`config.mk`:
```
export PLATFORM = sky130hd
export DESIGN_NAME = alu_seq
export DESIGN_NICKNAME = d
export VERILOG_FILES = /design/src/rtl/alu_seq.sv
export SDC_FILE = /design/constraint.sdc
export NUM_CORES = 2
export LEC_CHECK = 0
export BUFFER_PORTS_ARGS = -buffer_cell sky130_fd_sc_hd__buf_4
export CAP_MARGIN = 20
export CORE_MARGIN = 2
export CORE_UTILIZATION = 45
export DETAILED_ROUTE_END_ITERATION = 12
export HOLD_SLACK_MARGIN = 0.06
export SETUP_SLACK_MARGIN = 0.4
export SYNTH_ARGS = -nofsm -noshare
export SYNTH_HDL_FRONTEND = slang
export SYNTH_SLANG_ARGS = --single-unit
```
`constraint.sdc`:
```
create_clock -name clk -period 8.7 [get_ports clk]
set_input_delay 1.74 -clock clk [delete_from_list [all_inputs] [get_ports clk]]
set_output_delay 1.74 -clock clk [all_outputs]
set_load 0.01 [all_outputs]
```
`src/rtl/alu_seq.sv`:
```
// Multi-cycle RV32I/M integer ALU: single-cycle simple ops, iterative shift-add
// multiplier and restoring divider, with valid/ready handshakes on both sides.
module alu_seq #(
   parameter int WIDTH     = 32,
   parameter int OP_WIDTH  = 5,
   parameter int CNT_WIDTH = $clog2(WIDTH) + 1
) (
   input  logic                clk,
   input  logic                rst_n,
   input  logic                in_valid,
   output logic                in_ready,
   input  logic [WIDTH-1:0]    port_A,
   input  logic [WIDTH-1:0]    port_B,
   input  logic [OP_WIDTH-1:0] operation,
   output logic                out_valid,
   input  logic                out_ready,
   output logic [WIDTH-1:0]    data_out,
   output logic                zero_flag,
   output logic                lesser_flag,
   output logic                lesser_u_flag,
   output logic                greater_flag,
   output logic                busy
);

   localparam int SHW = $clog2(WIDTH);
   localparam logic [CNT_WIDTH-1:0] LAST_ITER = CNT_WIDTH'(WIDTH - 1);
   localparam logic [WIDTH-1:0] MIN_VAL = {1'b1, {(WIDTH-1){1'b0}}};

   localparam logic [OP_WIDTH-1:0] OP_ADD    = OP_WIDTH'(5'b00001);
   localparam logic [OP_WIDTH-1:0] OP_NOT    = OP_WIDTH'(5'b00010);
   localparam logic [OP_WIDTH-1:0] OP_SUB    = OP_WIDTH'(5'b00011);
   localparam logic [OP_WIDTH-1:0] OP_MUL    = OP_WIDTH'(5'b00100);
   localparam logic [OP_WIDTH-1:0] OP_CMP    = OP_WIDTH'(5'b00101);
   localparam logic [OP_WIDTH-1:0] OP_MULHU  = OP_WIDTH'(5'b00110);
   localparam logic [OP_WIDTH-1:0] OP_MULHSU = OP_WIDTH'(5'b00111);
   localparam logic [OP_WIDTH-1:0] OP_DIV    = OP_WIDTH'(5'b01000);
   localparam logic [OP_WIDTH-1:0] OP_REM    = OP_WIDTH'(5'b01001);
   localparam logic [OP_WIDTH-1:0] OP_AND    = OP_WIDTH'(5'b01010);
   localparam logic [OP_WIDTH-1:0] OP_MULH   = OP_WIDTH'(5'b01011);
   localparam logic [OP_WIDTH-1:0] OP_OR     = OP_WIDTH'(5'b01100);
   localparam logic [OP_WIDTH-1:0] OP_XOR    = OP_WIDTH'(5'b01101);
   localparam logic [OP_WIDTH-1:0] OP_SLL    = OP_WIDTH'(5'b01110);
   localparam logic [OP_WIDTH-1:0] OP_SRL    = OP_WIDTH'(5'b01111);
   localparam logic [OP_WIDTH-1:0] OP_SRA    = OP_WIDTH'(5'b10000);
   localparam logic [OP_WIDTH-1:0] OP_DIVU   = OP_WIDTH'(5'b10001);
   localparam logic [OP_WIDTH-1:0] OP_REMU   = OP_WIDTH'(5'b10010);
   localparam logic [OP_WIDTH-1:0] OP_SLT    = OP_WIDTH'(5'b10011);
   localparam logic [OP_WIDTH-1:0] OP_SLTU   = OP_WIDTH'(5'b10100);
   localparam logic [OP_WIDTH-1:0] OP_PASSB  = OP_WIDTH'(5'b11000);

   typedef enum logic [1:0] {IDLE, MUL, DIV, DONE} state_t;

   state_t                 state_q, state_d;
   logic [WIDTH-1:0]       result_q, result_d;
   logic                   zero_q, zero_d, lt_q, lt_d, ltu_q, ltu_d, gt_q, gt_d;
   logic [CNT_WIDTH-1:0]   cnt_q, cnt_d;
   logic [2*WIDTH-1:0]     mcand_q, mcand_d, acc_q, acc_d;
   logic [WIDTH-1:0]       mplier_q, mplier_d;
   logic [WIDTH-1:0]       rem_q, rem_d, quot_q, quot_d, divisor_q, divisor_d;
   logic                   negRes_q, negRes_d, negRem_q, negRem_d, selHigh_q, selHigh_d;

   logic                   isMul, isDiv, isRem, signA, signB, opLt, opLtu, resLoad;
   logic [WIDTH-1:0]       magA, magB, simpleRes;
   logic [SHW-1:0]         shamt;
   logic [2*WIDTH-1:0]     accNext, prodFinal;
   logic [WIDTH:0]         shifted;
   logic                   quotBit;
   logic [WIDTH-1:0]       remNext, quotNext, quotFinal, remFinal;

   assign isMul = (operation == OP_MUL) || (operation == OP_MULH) ||
                  (operation == OP_MULHU) || (operation == OP_MULHSU);
   assign isDiv = (operation == OP_DIV) || (operation == OP_REM) ||
                  (operation == OP_DIVU) || (operation == OP_REMU);
   assign isRem = (operation == OP_REM) || (operation == OP_REMU);
   assign signA = port_A[WIDTH-1] && ((operation == OP_MULH) || (operation == OP_MULHSU) ||
                                      (operation == OP_DIV) || (operation == OP_REM));
   assign signB = port_B[WIDTH-1] && ((operation == OP_MULH) ||
                                      (operation == OP_DIV) || (operation == OP_REM));
   assign magA  = signA ? -port_A : port_A;
   assign magB  = signB ? -port_B : port_B;
   assign opLt  = $signed(port_A) < $signed(port_B);
   assign opLtu = port_A < port_B;
   assign shamt = port_B[SHW-1:0];

   // Datapath for every op that finishes in the accepting cycle.
   always_comb begin
      simpleRes = '0;
      case (operation)
         OP_ADD:   simpleRes = port_A + port_B;
         OP_NOT:   simpleRes = ~port_A;
         OP_SUB,
         OP_CMP:   simpleRes = port_A - port_B;
         OP_AND:   simpleRes = port_A & port_B;
         OP_OR:    simpleRes = port_A | port_B;
         OP_XOR:   simpleRes = port_A ^ port_B;
         OP_SLL:   simpleRes = port_A << shamt;
         OP_SRL:   simpleRes = port_A >> shamt;
         OP_SRA:   simpleRes = $signed(port_A) >>> shamt;
         OP_SLT:   simpleRes = {{(WIDTH-1){1'b0}}, opLt};
         OP_SLTU:  simpleRes = {{(WIDTH-1){1'b0}}, opLtu};
         OP_PASSB: simpleRes = port_B;
         default:  simpleRes = '0;
      endcase
   end

   // One multiplier bit and one quotient bit per cycle; the finals fold in the last step.
   assign accNext   = acc_q + (mplier_q[0] ? mcand_q : '0);
   assign prodFinal = negRes_q ? -accNext : accNext;
   assign shifted   = {rem_q, quot_q[WIDTH-1]};
   assign quotBit   = shifted >= {1'b0, divisor_q};
   assign remNext   = quotBit ? WIDTH'(shifted - {1'b0, divisor_q}) : shifted[WIDTH-1:0];
   assign quotNext  = {quot_q[WIDTH-2:0], quotBit};
   assign quotFinal = negRes_q ? -quotNext : quotNext;
   assign remFinal  = negRem_q ? -remNext : remNext;

   always_comb begin
      state_d   = state_q;
      result_d  = result_q;
      zero_d    = zero_q;
      lt_d      = lt_q;
      ltu_d     = ltu_q;
      gt_d      = gt_q;
      cnt_d     = cnt_q;
      mcand_d   = mcand_q;
      acc_d     = acc_q;
      mplier_d  = mplier_q;
      rem_d     = rem_q;
      quot_d    = quot_q;
      divisor_d = divisor_q;
      negRes_d  = negRes_q;
      negRem_d  = negRem_q;
      selHigh_d = selHigh_q;
      resLoad   = 1'b0;
      case (state_q)
         IDLE: begin
            if (in_valid) begin
               lt_d  = opLt;
               ltu_d = opLtu;
               gt_d  = !opLt && (port_A != port_B);
               cnt_d = '0;
               if (isMul) begin
                  mcand_d   = {{WIDTH{1'b0}}, magA};
                  mplier_d  = magB;
                  acc_d     = '0;
                  negRes_d  = signA ^ signB;
                  selHigh_d = (operation != OP_MUL);
                  state_d   = MUL;
               end else if (isDiv) begin
                  selHigh_d = isRem;
                  if (port_B == '0) begin
                     result_d = isRem ? port_A : '1;
                     resLoad  = 1'b1;
                     state_d  = DONE;
                  end else if (signA && port_A == MIN_VAL && port_B == '1) begin
                     result_d = isRem ? '0 : MIN_VAL;
                     resLoad  = 1'b1;
                     state_d  = DONE;
                  end else begin
                     quot_d    = magA;
                     rem_d     = '0;
                     divisor_d = magB;
                     negRes_d  = signA ^ signB;
                     negRem_d  = signA;
                     state_d   = DIV;
                  end
               end else begin
                  result_d = simpleRes;
                  resLoad  = 1'b1;
                  state_d  = DONE;
               end
            end
         end
         MUL: begin
            acc_d    = accNext;
            mcand_d  = mcand_q << 1;
            mplier_d = mplier_q >> 1;
            cnt_d    = cnt_q + CNT_WIDTH'(1);
            if (cnt_q == LAST_ITER) begin
               result_d = selHigh_q ? prodFinal[2*WIDTH-1:WIDTH] : prodFinal[WIDTH-1:0];
               resLoad  = 1'b1;
               state_d  = DONE;
            end
         end
         DIV: begin
            rem_d  = remNext;
            quot_d = quotNext;
            cnt_d  = cnt_q + CNT_WIDTH'(1);
            if (cnt_q == LAST_ITER) begin
               result_d = selHigh_q ? remFinal : quotFinal;
               resLoad  = 1'b1;
               state_d  = DONE;
            end
         end
         DONE: begin
            if (out_ready) state_d = IDLE;
         end
         default: state_d = IDLE;
      endcase
      if (resLoad) zero_d = (result_d == '0);
   end

   always_ff @(posedge clk or negedge rst_n) begin
      if (!rst_n) begin
         state_q   <= IDLE;
         result_q  <= '0;
         zero_q    <= 1'b0;
         lt_q      <= 1'b0;
         ltu_q     <= 1'b0;
         gt_q      <= 1'b0;
         cnt_q     <= '0;
         mcand_q   <= '0;
         acc_q     <= '0;
         mplier_q  <= '0;
         rem_q     <= '0;
         quot_q    <= '0;
         divisor_q <= '0;
         negRes_q  <= 1'b0;
         negRem_q  <= 1'b0;
         selHigh_q <= 1'b0;
      end else begin
         state_q   <= state_d;
         result_q  <= result_d;
         zero_q    <= zero_d;
         lt_q      <= lt_d;
         ltu_q     <= ltu_d;
         gt_q      <= gt_d;
         cnt_q     <= cnt_d;
         mcand_q   <= mcand_d;
         acc_q     <= acc_d;
         mplier_q  <= mplier_d;
         rem_q     <= rem_d;
         quot_q    <= quot_d;
         divisor_q <= divisor_d;
         negRes_q  <= negRes_d;
         negRem_q  <= negRem_d;
         selHigh_q <= selHigh_d;
      end
   end

   assign in_ready      = (state_q == IDLE);
   assign out_valid     = (state_q == DONE);
   assign busy          = (state_q == MUL) || (state_q == DIV);
   assign data_out      = result_q;
   assign zero_flag     = zero_q;
   assign lesser_flag   = lt_q;
   assign lesser_u_flag = ltu_q;
   assign greater_flag  = gt_q;

endmodule

```
After elaboration in Yosys (flattened, before gate mapping)
Cells that the tools add are included.
{ "totals": {"ff_bits": 303, "latchBits": 0, "ramBits": 0, "romBits": 0, "memories": 0} }
{ "op_classes": {"add_sub_neg": 10, "multipliers": 0, "div_mod_pow": 0, "magnitude_cmp": 3, "eq_ne": 39, "shift": 3, "muxes": 64, "bitwise": 8, "reduce_logical": 36} }
{ "ops": {"columns": ["operator", "count"], "rows": [
  ["32-bit 2-to-1 mux", 28],
  ["64-bit 2-to-1 mux", 6],
  ["32-bit one-hot mux with 12 select lines", 1],
  ["64-bit one-hot mux with 2 select lines", 2],
  ["32-bit one-hot mux with 2 select lines", 3],
  ["32-bit negation", 4],
  ["32-bit one-hot mux with 3 select lines", 1],
  ["64-bit adder", 1],
  ["32-bit equality test, second input constant", 2],
  ["32-bit zero test", 2],
  ["32-bit less-than comparator", 2],
  ["64-bit negation", 1],
  ["32-bit subtractor", 2],
  ["5-bit by 4-bit equality test with 1-bit output, second input constant", 8],
  ["33-bit by 32-bit >= comparator with 1-bit output", 1],
  ["32-bit adder", 1],
  ["32-bit AND", 1],
  ["32-bit != test", 1],
  ["32-bit NOT", 1],
  ["32-bit bitwise OR", 1],
  ["32-bit by 5-bit << shifter with 32-bit output", 1],
  ["32-bit by 5-bit >> shifter with 32-bit output", 1],
  ["32-bit by 5-bit >>> shifter with 32-bit output", 1],
  ["32-bit XOR", 1],
  ["29 further kinds", 90]
]} }

Depth between registers and ports, before layout
{ "depth": {"word_depth": 14, "mapped_depth": 31} }

Worst setup path after synthesis
OpenSTA, ideal clock, no wires.
{ "synth_timing": {"path_kind": "input port to flip-flop", "start": "input port_B[2]", "end": "register zero_q (netlist: zero_flag)", "setup_time_ns": 0.104, "arrival_ns": 7.191, "required_ns": 8.596, "setup_slack_ns": 1.406, "stages": 21, "n_path_buf": 5, "path_cell_list": "clkbuf_1 > inv_1 > buf_1 > clkbuf_1 > clkbuf_1 > ha_1 > clkbuf_1 > a21o_1 > a221oi_1 > o211ai_1 > a2111o_1 > a31oi_1 > o21bai_1 > and2_1 > a211o_1 > a221oi_1 > nor2_1 > a211oi_1 > or4bb_1 > or4_1 > o41ai_2"} }
{ "synth_between": {"elab_chain_len": 9, "word_cells_on_any_way": 27, "cone_classes": "2 x add/sub; 2 x order compare; 1 x eq/ne; 3 x shift; 13 x mux; 3 x bitwise; 3 x reduce/logical"} }
{ "synth_lines": {"columns": ["element", "line_no", "source"], "rows": [
  ["from (decl)", "13", "input logic [WIDTH-1:0] port_B,"],
  ["parallel branches: the longest is 9 deep, another holds 32-bit subtractor", null, null],
  ["to (signal assigned)", "223", "zero_q <= zero_d;"],
  ["to (decl)", "55", "logic zero_q, zero_d, lt_q, lt_d, ltu_q, ltu_d, gt_q, gt_d;"]
]} }
Parallel ways; which one is timed is not known.
A chain may end at the register's enable or synchronous reset.

Final worst setup path
{ "layout_timing": {"start": "register mplier_q[0]", "end": "register zero_q (netlist: zero_flag)"} }
{ "layout_between": {"elab_chain_len": 8} }
{ "layout_lines": {"columns": ["element", "line_no", "source"], "rows": [
  ["from (decl)", "58", "logic [WIDTH-1:0] mplier_q, mplier_d;"],
  ["from (signal assigned)", "230", "mplier_q <= mplier_d;"],
  ["64-bit 2-to-1 mux *", "107", "assign accNext = acc_q + (mplier_q[0] ? mcand_q : '0);"],
  ["64-bit adder *", "107", null],
  ["64-bit negation", "108", "assign prodFinal = negRes_q ? -accNext : accNext;"],
  ["64-bit 2-to-1 mux *", "108", null],
  ["32-bit 2-to-1 mux *", "179", "result_d = selHigh_q ? prodFinal[2*WIDTH-1:WIDTH] : prodFinal[WIDTH-1:0];"],
  ["32-bit 2-to-1 mux *", "178", "if (cnt_q == LAST_ITER) begin"],
  ["32-bit one-hot mux with 3 select lines *", "134", "case (state_q)"],
  ["named net result_d[7]", "54", "logic [WIDTH-1:0] result_q, result_d;"],
  ["32-bit zero test *", "199", "if (resLoad) zero_d = (result_d == '0);"]
]} }
The timed path passes the listed nets; every way through them passes the cells marked *.

==> results.cfg <==
[cts]
cts_buffers = 40
clkSlewWorstSetupHoldPaths_ps = 60
clk_latency_ps = 630
post_cts.repair.setup_buffers = 0
htree_num_levels = 2
tritoncts = done
cts_resized = 0
cts_sinks = 303
postCtsHoldBufs = 0
clock_path_buffers = 3
clock-root-buffer = sky130_fd_sc_hd__clkbuf_16

[logic_synthesis]
synth_sequential_area_ratio_pct = 20.6
syn_area_sq_um = 36800
largest_family_of_logic_cells_by_synthesized_area = compound AO/OA/AOI/OAI gates
yosysWarnings = 0
synth_top_cells_by_area = sky130_fd_sc_hd__dfrtp_1 21%, sky130_fd_sc_hd__ha_1 6.9%, sky130_fd_sc_hd__a21oi_1 6.2%
synth_cells = 5059
synth_edf_count = 0
yosysTopAreaCellShare_pct = 20.6
post_synth_net_total = 5340
area_share_of_fa_ha_maj_cells_after_synthesis_pct = 7.16
yosys.area_share.xor_xnor_pct = 4.79
synthSimpleGateAreaFrac_pct = 24.1
seq_cells_post_synth = 303
syn-mean-instance-area_sq_um = 7.27
dominantRegCellSynth = sky130_fd_sc_hd__dfrtp_1
synth.lib_cells_used.distinct = 102
async_reset_ff_share_pct = 100
yosys-mux-area-fraction_pct = 5.73
compound_cell_area_share_of_the_yosys_netlist_pct = 31.7
netlist.top_cell.by_area = sky130_fd_sc_hd__dfrtp_1

[pwr]
pwr-share-comb_pct = 65.1
power.density_nw_per_um2 = 309
fraction_of_power_consumed_by_the_clock_network_pct = 14.3
netSwitchingFraction_pct = 56.4
power.net_switching_uw = 6930
power.share.sequential_pct = 20.6
ir_drop_mv = 0.228
p_int_uw = 5360
power_leakage_uw = 0.0165

[setup_path]
endpoint_kind = register
critical_path.slowest_cell = sky130_fd_sc_hd__dfrtp_2
critical_path.cell_chain = and2_1 > ha_1 > and2_1 > o2111a_1 > a21oi_1 > buf_4 > o311ai_0 > xnor2_1 > nand4_1 > or4_1 > nor4_4 > a31oi_1 > xor2_1 > o31ai_1 > or4_1 > nor4_1 > nand3_1 > o41ai_2
worstSetupStartpointType = register
rr_startpoint = mplier_q[0]
ff2ff_setup_slack_ps = 1290
critical_path_s_largest_stage_delay_ps = 1010
worstReg2RegEnd = zero_flag
largest_fanout_of_any_net_on_the_critical_path = 48
cp_data_arrival_time_ps = 7940
timing.critical_path.required_ps = 9220
r2r.worst_path.cells = 18
setup.worst_path.class = reg -> reg

[routing]
first_iteration_detailed_routing_drc_count = 6283
dr_total_vias = 42864
avgRoutedWirePerCell_um = 32.5
wl_mm = 196
detail_route.first_pass.iterations = 6
ant_nets = 0
vias_per_cell = 7.12
remaining_drc_errors = 0

[finish]
area_delta_synth_final_pct = 8.00
most-common-layout-cells = 578 x sky130_fd_sc_hd__nand2_1, 466 x sky130_fd_sc_hd__nor2_1, 455 x sky130_fd_sc_hd__a21oi_1, 384 x sky130_fd_sc_hd__o21ai_0, 300 x sky130_fd_sc_hd__dfrtp_1
num-nets-final = 5210
most_common_cell_after_layout_fill_and_taps_aside = sky130_fd_sc_hd__nand2_1
final-seq-area_sq_um = 7590
total_area_of_multi_input_combinational_cells_sq_um = 27100
fillers = 8283
fraction_of_final_layout_cells_sized_beyond_drive_strength_1_pct = 8.56

[floorplan]
design.die.area_sq_um = 84000
top_level_ports = 112
starting_density_of_the_core_pct = 45.6
chipHeight_um = 290
die_width_um = 290
site_row_count = 104
core-area_sq_um = 80700

[grt]
maximum_number_of_pins_on_one_net_before_global_route_repair = 109
antenna_violations_before_repair = 8
grt_pass1_vias = 39050
gr-total-overflow = 0
grt_pass1_wl_mm = 280
groute.usage.overall_pct = 44.7

[sta]
finalSetupTns_ps = 0
grt_setup_unrepaired = false
clock-skew-final_ps = 65.3
clock.fmax_mhz = 135
layout_worst_path_cycle_share_pct = 85.2
max_slew_headroom_at_the_worst_pin_pct = 15.8
finalCriticalPeriod_ps = 7410
setup-violations-final = 0
final.hold.worst_slack_ps = 469
tightestPinTransition_ps = 1250
final_slew_violations = 0
hold_viol_final = 0

[place]
detailed_place_hpwl_mm = 150
place.gp.congestion = 1.14
portBuffers = 111

[min_path]
min-delay-start = mcand_q[63]
hold_path.class = reg -> reg
holdPathStages = 2
worstHoldEndpoint = mcand_q[63]

[job]
max_cap_viol_count = 0

[run_status]
outcome = completed
[power groups by stage]
stage	Sequential [uW]	Clock [uW]	Combinational [uW]
after floorplan	2170	0	5220
after global placement	2490	0	7620
after detailed placement	2490	0	7640
after CTS	2470	1770	7690
after global routing	2540	1820	8470
final	2520	1760	8000
[cells by family after synthesis]
| group | count (synthesis) |
|---|---|
| multiplexers | 161 |
| adder cells (fa/ha/maj) | 208 |
| AO/OA/AOI/OAI | 1780 |
| AND/OR/NAND/NOR | 1845 |
| buffers and inverters | 561 |
| XOR/XNOR | 201 |
| flip-flops | 303 |
[layer usage]
| layer | GRT usage [%] | vias to the layer above | routed length [um] | part of all wire, % |
|---|---|---|---|---|
| met5 | 0 | - | 43 | 0.022 |
| met4 | 30.8 | 8 | 16400 | 8.4 |
| met3 | 9.95 | 664 | 22400 | 11 |
| met2 | 65.4 | 3016 | 80600 | 41 |
| met1 | 58.5 | 20555 | 76400 | 39 |
| li1 | - | 18621 | - | - |
[state kept, by name, summed over array words and instances, names as in the netlist, 2 cells and up]
signal and flops:
rem_q 32, state_q 2, cnt_q 6, data_out 32
mplier_q 32, acc_q 64, mcand_q 64, quot_q 32
divisor_q 32
[through the flow]
| stage | utilization [%] | area (sq um) | instances | worst slack [ps] | power, uW |
|---|---|---|---|---|---|
| 3_5_place_dp | 47.5 | 38300 | 5946 | 1340 | 10100 |
| 3_3_place_gp | 47.5 | 38300 | 5945 | 1410 | 10100 |
| 4_1_cts | 49.2 | 39700 | 6015 | 1610 | 11900 |
| 2_1_floorplan | - | 36800 | 5059 | 1410 | 7390 |
| 5_1_grt | 49.2 | 39700 | 6016 | 952 | 12800 |
| 6_report | 49.2 | 39700 | 6023 | 1290 | 12300 |
[worst max-delay path, delay by kind of cell, from the launching register on]
family,cells,cell delay (ps)
and+or+nand+nor,8,3220
AOI/OAI and AO/OA,6,1810
DFF,1,1010
xor gates and xnor gates,2,800
adders and majority gates,1,280
buffers and inverters,1,180
[synthesized netlist by cell type (37+ instances only)]
cell type / n
sky130_fd_sc_hd__inv_1: 172
sky130_fd_sc_hd__a21oi_1: 457
sky130_fd_sc_hd__or3_1: 61
sky130_fd_sc_hd__nor2_1: 470
sky130_fd_sc_hd__o211ai_1: 59
sky130_fd_sc_hd__and3_1: 37
sky130_fd_sc_hd__and2_1: 82
sky130_fd_sc_hd__buf_1: 38
sky130_fd_sc_hd__a211oi_1: 81
sky130_fd_sc_hd__dfrtp_1: 303
sky130_fd_sc_hd__nand2b_1: 38
sky130_fd_sc_hd__clkbuf_1: 317
sky130_fd_sc_hd__a31oi_1: 56
sky130_fd_sc_hd__xor2_1: 66
sky130_fd_sc_hd__nor3_1: 124
sky130_fd_sc_hd__o21a_1: 39
sky130_fd_sc_hd__ha_1: 204
sky130_fd_sc_hd__mux2i_1: 100
sky130_fd_sc_hd__xnor2_1: 135
sky130_fd_sc_hd__a221oi_1: 42
sky130_fd_sc_hd__o21ai_0: 386
sky130_fd_sc_hd__nand3_1: 136
sky130_fd_sc_hd__a22o_1: 44
sky130_fd_sc_hd__nand2_1: 579
sky130_fd_sc_hd__mux4_2: 37
sky130_fd_sc_hd__o31ai_1: 85
sky130_fd_sc_hd__nor4_1: 51
sky130_fd_sc_hd__o22ai_1: 104
sky130_fd_sc_hd__nand4_1: 99
sky130_fd_sc_hd__a21o_1: 82
[layout make-up]
type / count / area share (%)
Multi-Input combinational cell: 4195 / 68.3
Timing Repair Buffer: 214 / 4.16
Antenna cell: 7 / 0.0441
Clock buffer: 54 / 2.83
Clock inverter: 15 / 0.520
Tap cell: 1060 / 3.34
Sequential cell: 303 / 19.1
Inverter: 175 / 1.65
[worst max-delay path by stage]
| stage | from | end | slack, ps | cells after the start |
|---|---|---|---|---|
| after detailed placement | port_B[2] | zero_flag | 1340 | 19 |
| final | mplier_q[0] | zero_flag | 1290 | 18 |
| after floorplan | port_B[2] | zero_flag | 1410 | 21 |
| after CTS | divisor_q[3] | zero_flag | 1610 | 23 |
| after global routing | mplier_q[0] | zero_flag | 950 | 18 |
| after global placement | port_B[2] | zero_flag | 1410 | 19 |
Note: power is estimated with default switching activity, not from simulation.
